### config.mk
export PLATFORM = sky130hd
export DESIGN_NAME = tick_period_monitor
export DESIGN_NICKNAME = d
export VERILOG_FILES = /design/src/rtl/tick_period_monitor.sv
export SDC_FILE = /design/constraint.sdc
export NUM_CORES = 1
export LEC_CHECK = 0
export ABC_AREA = 1
export CAP_MARGIN = 10
export CORE_ASPECT_RATIO = 2
export CORE_MARGIN = 2
export CORE_UTILIZATION = 40
export CTS_CLUSTER_DIAMETER = 150
export DETAILED_ROUTE_END_ITERATION = 10
export GPL_TIMING_DRIVEN = 0
export HOLD_SLACK_MARGIN = 0.03
export PLACE_DENSITY = 0.6
export SLEW_MARGIN = 10
export SYNTH_ARGS = -nofsm -noshare
export SYNTH_HDL_FRONTEND = slang
export SYNTH_SLANG_ARGS = --single-unit
### constraint.sdc
create_clock -name clock -period 2.4 [get_ports clock]
set_input_delay 0.24 -clock clock [delete_from_list [all_inputs] [get_ports clock]]
set_output_delay 0.24 -clock clock [all_outputs]
set_load 0.01 [all_outputs]
### src/rtl/tick_period_monitor.sv
// Receive-side checker for the divider strobe: measures rising-edge spacing,
// declares lock after consecutive good periods and counts period/timeout errors.
module tick_period_monitor #(
  parameter int unsigned EXP_PERIOD = 40000001,
  parameter int unsigned TOL        = 2,
  parameter int unsigned LOCK_COUNT = 4,
  parameter int unsigned CW         = 32
) (
  input  logic          clock,
  input  logic          reset,
  input  logic          tick_in,
  input  logic          clear,
  output logic [CW-1:0] period,
  output logic          period_valid,
  output logic          locked,
  output logic          err_pulse,
  output logic [15:0]   err_count,
  output logic          timeout
);

  localparam int unsigned GW = (LOCK_COUNT < 2) ? 1 : $clog2(LOCK_COUNT + 1);

  // Window bounds are one bit wider than the counter so EXP_PERIOD+TOL never wraps.
  localparam logic [CW:0] HI = (CW+1)'(EXP_PERIOD) + (CW+1)'(TOL);
  localparam logic [CW:0] LO = (EXP_PERIOD > TOL) ? (CW+1)'(EXP_PERIOD - TOL) : '0;
  localparam logic [GW-1:0] LOCK_N = GW'(LOCK_COUNT);

  localparam logic [1:0] S_WAIT_FIRST = 2'd0;
  localparam logic [1:0] S_MEASURE    = 2'd1;
  localparam logic [1:0] S_LOCKED     = 2'd2;

  logic          tick_q, tick_q2;
  logic [CW-1:0] cnt_q, cnt_d;
  logic [1:0]    state_q, state_d;
  logic [GW-1:0] good_cnt_q, good_cnt_d;
  logic [CW-1:0] period_q, period_d;
  logic          period_valid_q, period_valid_d;
  logic          locked_q, locked_d;
  logic          err_pulse_q, err_pulse_d;
  logic [15:0]   err_count_q, err_count_d;
  logic          timeout_q, timeout_d;

  logic          tick_edge;
  logic [CW:0]   cnt_ext;
  logic          period_ok;
  logic          overdue;
  logic          err_event;

  assign tick_edge = tick_q & ~tick_q2;
  assign cnt_ext   = {1'b0, cnt_q};
  assign period_ok = (cnt_ext >= LO) && (cnt_ext <= HI);
  assign overdue   = cnt_ext > HI;

  always_comb begin
    state_d        = state_q;
    good_cnt_d     = good_cnt_q;
    period_d       = period_q;
    period_valid_d = 1'b0;
    locked_d       = locked_q;
    err_pulse_d    = 1'b0;
    err_count_d    = err_count_q;
    timeout_d      = timeout_q;
    err_event      = 1'b0;

    if (tick_edge)
      cnt_d = CW'(1);
    else if (&cnt_q)
      cnt_d = cnt_q;
    else
      cnt_d = cnt_q + 1'b1;

    if (clear) begin
      state_d     = S_WAIT_FIRST;
      good_cnt_d  = '0;
      err_count_d = '0;
      locked_d    = 1'b0;
      timeout_d   = 1'b0;
    end else if (tick_edge) begin
      case (state_q)
        S_WAIT_FIRST: state_d = S_MEASURE;
        S_MEASURE: begin
          period_d       = cnt_q;
          period_valid_d = 1'b1;
          // First edge after a timeout only reports the stretched gap.
          if (timeout_q) begin
            timeout_d = 1'b0;
          end else if (period_ok) begin
            good_cnt_d = good_cnt_q + 1'b1;
            if (good_cnt_q + 1'b1 == LOCK_N) begin
              state_d  = S_LOCKED;
              locked_d = 1'b1;
            end
          end else begin
            good_cnt_d = '0;
            err_event  = 1'b1;
          end
        end
        S_LOCKED: begin
          period_d       = cnt_q;
          period_valid_d = 1'b1;
          if (!period_ok) begin
            locked_d   = 1'b0;
            good_cnt_d = '0;
            err_event  = 1'b1;
            state_d    = S_MEASURE;
          end
        end
        default: state_d = S_WAIT_FIRST;
      endcase
    end else if ((state_q != S_WAIT_FIRST) && !timeout_q && overdue) begin
      timeout_d  = 1'b1;
      locked_d   = 1'b0;
      good_cnt_d = '0;
      err_event  = 1'b1;
      state_d    = S_MEASURE;
    end

    if (err_event) begin
      err_pulse_d = 1'b1;
      if (err_count_q != 16'hFFFF)
        err_count_d = err_count_q + 16'd1;
    end
  end

  always_ff @(posedge clock or negedge reset) begin
    if (!reset) begin
      tick_q         <= 1'b0;
      tick_q2        <= 1'b0;
      cnt_q          <= '0;
      state_q        <= S_WAIT_FIRST;
      good_cnt_q     <= '0;
      period_q       <= '0;
      period_valid_q <= 1'b0;
      locked_q       <= 1'b0;
      err_pulse_q    <= 1'b0;
      err_count_q    <= '0;
      timeout_q      <= 1'b0;
    end else begin
      tick_q         <= tick_in;
      tick_q2        <= tick_q;
      cnt_q          <= cnt_d;
      state_q        <= state_d;
      good_cnt_q     <= good_cnt_d;
      period_q       <= period_d;
      period_valid_q <= period_valid_d;
      locked_q       <= locked_d;
      err_pulse_q    <= err_pulse_d;
      err_count_q    <= err_count_d;
      timeout_q      <= timeout_d;
    end
  end

  assign period       = period_q;
  assign period_valid = period_valid_q;
  assign locked       = locked_q;
  assign err_pulse    = err_pulse_q;
  assign err_count    = err_count_q;
  assign timeout      = timeout_q;

endmodule

==> flow_metrics.env, run 1 <==
export IMPL_status="complete, no violations"
export IMPL_finalSetupViolations=0
export IMPL_hpwl_um=11600
export IMPL_tightest_slew_ns=0.585
export IMPL_cpMostUsedCell="nor2_1"
export IMPL_synth_area_sq_um=5060
export IMPL_final_common_cell="nand2_1"
export IMPL_post_route_min_period_ns=2.21
export IMPL_postPlaceCellArea_sq_um=5820
export IMPL_vias=4764
export IMPL_synth_xor_area_share=0.0312
export IMPL_synth_area_leaders="dfrtp_1, nand2_1, o21ai_0"
export IMPL_finalCritPeriodShare=0.923
export IMPL_dieArea_sq_um=13600
export IMPL_start_util=0.405
export IMPL_max_slew_margin=0.608
export IMPL_yosys_area_top_type_share=0.450
export IMPL_die_h_um=163
export IMPL_fmax_ghz=0.452
export IMPL_syn_nets=676
export IMPL_syn_inst=665
export IMPL_min_path_type="primary input to register"
export IMPL_grt_pass1_wl_um=23900
export IMPL_hold_violations=0
export IMPL_area_growth_pct=21.7
export IMPL_viasPerCell=5.36
export IMPL_switching_power_uw=998
export IMPL_die_x_um=83.5
export IMPL_finalClockSkew_ns=0.0128
export IMPL_fin_util=0.493
export IMPL_num_io_pins=56
export IMPL_clkTransAtPathRegs_ns=0.07
export IMPL_antenna_cells=0
export IMPL_switching_share=0.279
export IMPL_cts_made_buffers=9
export IMPL_rows=58
export IMPL_seq_area_sq_um=2280
export IMPL_numPortBuffers=55
export IMPL_rsz0062_at_grt="false"
export IMPL_antenna_found_initial=0
export IMPL_drive_above_1_share=0.0786
export IMPL_clock_latency_ns=0.35
export IMPL_startpoint_type="register"
export IMPL_grt_max_degree=60
export IMPL_cts_root_buf="clkbuf_16"
export IMPL_gp_congestion=0.961
export IMPL_grt_usage=0.224
export IMPL_worst_setup_path_type="register to register"
export IMPL_ys_seq_area_frac=0.450
export IMPL_drt_wirelength_per_cell_um=16.5
export IMPL_clockBufferDepth=2
export IMPL_ant_nets=0
export IMPL_core_area_sq_um=12500
export IMPL_synth_avg_cell_area_sq_um=7.61
export IMPL_slowest_delay_ns=0.39
export IMPL_synth_distinct_cells=34
export IMPL_p_leak_nw=2.63
export IMPL_synth_compound_area_frac=0.114
export IMPL_drv_slew=0
export IMPL_max_cap_violations=0
export IMPL_design_area_sq_um=6150
export IMPL_yosys_area_top_type="dfrtp_1"
export IMPL_cts_htree_levels=3
export IMPL_n_fill_cell=1283
export IMPL_ys_ff_latch=91
export IMPL_drt_first_pass_iters=4
export IMPL_path_cells="ha_1 > nand2_1 > inv_1 > nand2_4 > nor2_4 > nand2_2 > nor2_1 > nand3_1 > nor2_1 > nand2_1 > nand2_1 > nor2_1 > o21ai_0 > nor2_1"
export IMPL_synth_mux_area_frac=0
export IMPL_whs_ns=0.329
export IMPL_cts_tree="yes"
export IMPL_synth_yosys_warnings=0
export IMPL_grt_ovfl_total=0
export IMPL_cts_setup_buffers=0
export IMPL_synth_fa_ha_area_frac=0.0173
export IMPL_remaining_drc_errors=0
export IMPL_power_total_mw=3.59
export IMPL_wirelength_um=14600
export IMPL_internal_power_mw=2.59
export IMPL_mostFrequentLayoutCells="nand2_1, dfrtp_1, inv_1, nor2_1, o21ai_0"
export IMPL_multiInputGateArea_sq_um=2430
export IMPL_synth_edf_count=0
export IMPL_first_global_vias=4882
export IMPL_synth_simple_gate_area_frac=0.313
export IMPL_p_clk_frac=0.395
export IMPL_worstPathArrival_ns=2.44
export IMPL_seqPwrFrac=0.472
export IMPL_crit_fanout=6
export IMPL_cp_required_ns=2.62
export IMPL_p_per_area_nw_per_um2=583
export IMPL_drt_iter0_markers=203
export IMPL_cts_sinks=91
export IMPL_synth_top_family_by_area="simple AND/OR/NAND/NOR gates"
export IMPL_cp_slowest_cell="dfrtp_1"
export IMPL_end_kind="register"
export IMPL_max_vdd_ir_drop_mv=0.366
export IMPL_async_reset_ff_frac=1.00
export IMPL_synth_flop_cell="dfrtp_1"
export IMPL_combPwrFrac=0.133
export IMPL_nNetsFinal=744
-- state kept, by name (all words and copies together) (netlist names) --
name          cells
err_count        16
period           32
period_valid      1
tick_q            1
err_pulse         1
good_cnt_q        3
tick_q2           1
state_q           2
cnt_q            32
timeout           1
locked            1
-- power by group through the flow --
stage | logic (mW) | registers (mW) | clock network, mW
after global routing | 0.543 | 1.70 | 1.51
after CTS | 0.487 | 1.69 | 1.45
after floorplan | 0.242 | 1.73 | 0
final | 0.478 | 1.69 | 1.42
after detailed placement | 0.484 | 1.72 | 0
after global placement | 0.468 | 1.72 | 0
-- path summary, 6_finish.rpt --
path | start | end | slack [ns] | cells after the start
min | tick_in | tick_q | 0.33 | 1
max reg2reg | cnt_q[0] | cnt_q[19] | 0.19 | 14
max in group asynchronous | reset | cnt_q[21] | 1.35 | 3
max | cnt_q[0] | cnt_q[19] | 0.19 | 14
min in group asynchronous | reset | locked | 0.39 | 2
min reg2reg | tick_q | tick_q2 | 0.38 | 0
-- Yosys cell counts, types with 3 or more instances --
master	number
o21ai_1	15
nor4_1	9
inv_2	8
xnor2_1	4
nand2_1	165
o31ai_1	3
nor2_4	6
nand4_1	17
clkbuf_1	12
inv_1	69
nand3_1	43
nand2_2	6
dfrtp_1	91
a31oi_1	3
xor2_1	14
a21oi_1	16
nor2_1	68
ha_1	7
nor3_1	25
nor2_2	3
o21ai_0	65
-- cell type report --
type	instances	area share
clock inverter	5	0.00691
tap	150	0.0305
inverter	77	0.0470
buffer	15	0.0136
clock buffer	11	0.0411
timing repair buffer	57	0.0952
multi-input combinational	482	0.396
sequential	91	0.370
-- metal layers --
metal | part of all wire | GRT usage | vias up | wire length [um]
met3 | 0.022 | 0.0298 | 41 | 328
met1 | 0.36 | 0.225 | 2297 | 5330
met4 | 0.045 | 0.117 | 0 | 665
met5 | 0 | 0 | - | 0
li1 | - | - | 2320 | -
met2 | 0.57 | 0.439 | 106 | 8310
-- metrics by stage --
step                      setup TNS [ns]  setup WS, ns  std cells
after floorplan                        0         0.526        665
after global placement           -212.54         -2.35        870
after detailed placement         -0.0793       -0.0468        871
after CTS                              0        0.0314        888
after global routing                   0       0.00418        888
final                                  0         0.186        888
-- worst max-delay path: cells and delay by family, from the launching register on --
family | cells | cell delay (ns)
adder cells (fa/ha/maj) | 1 | 0.21
buffers and inverters | 1 | 0.13
AND/OR/NAND/NOR | 11 | 1.22
flip-flops | 1 | 0.39
AO/OA/AOI/OAI | 1 | 0.14
-- what timing repair did --
action	in CTS	in global routing
hold buffers	1	0
resized for setup	1	12
setup endpoints to repair	8	19
endpoints found under the hold margin	32	0
-- cells by family after synthesis --
group | after synthesis
fa+ha+maj | 7
compound gates | 109
xor+xnor | 18
buf+inv | 92
simple gates | 348
flops | 91
Note: power is estimated with default switching activity, not from simulation.
==> run 2, diff against run 1 <==
--- a/config.mk
+++ b/config.mk
@@ -6,6 +6,7 @@
 export NUM_CORES = 1
 export LEC_CHECK = 0
 export ABC_AREA = 1
+export ABC_CLOCK_PERIOD_IN_PS = 2400
 export CAP_MARGIN = 10
 export CORE_ASPECT_RATIO = 2
 export CORE_MARGIN = 2
==> results of run 2 <==
No change in the layout: final DEF, timing and power equal those of run 1.
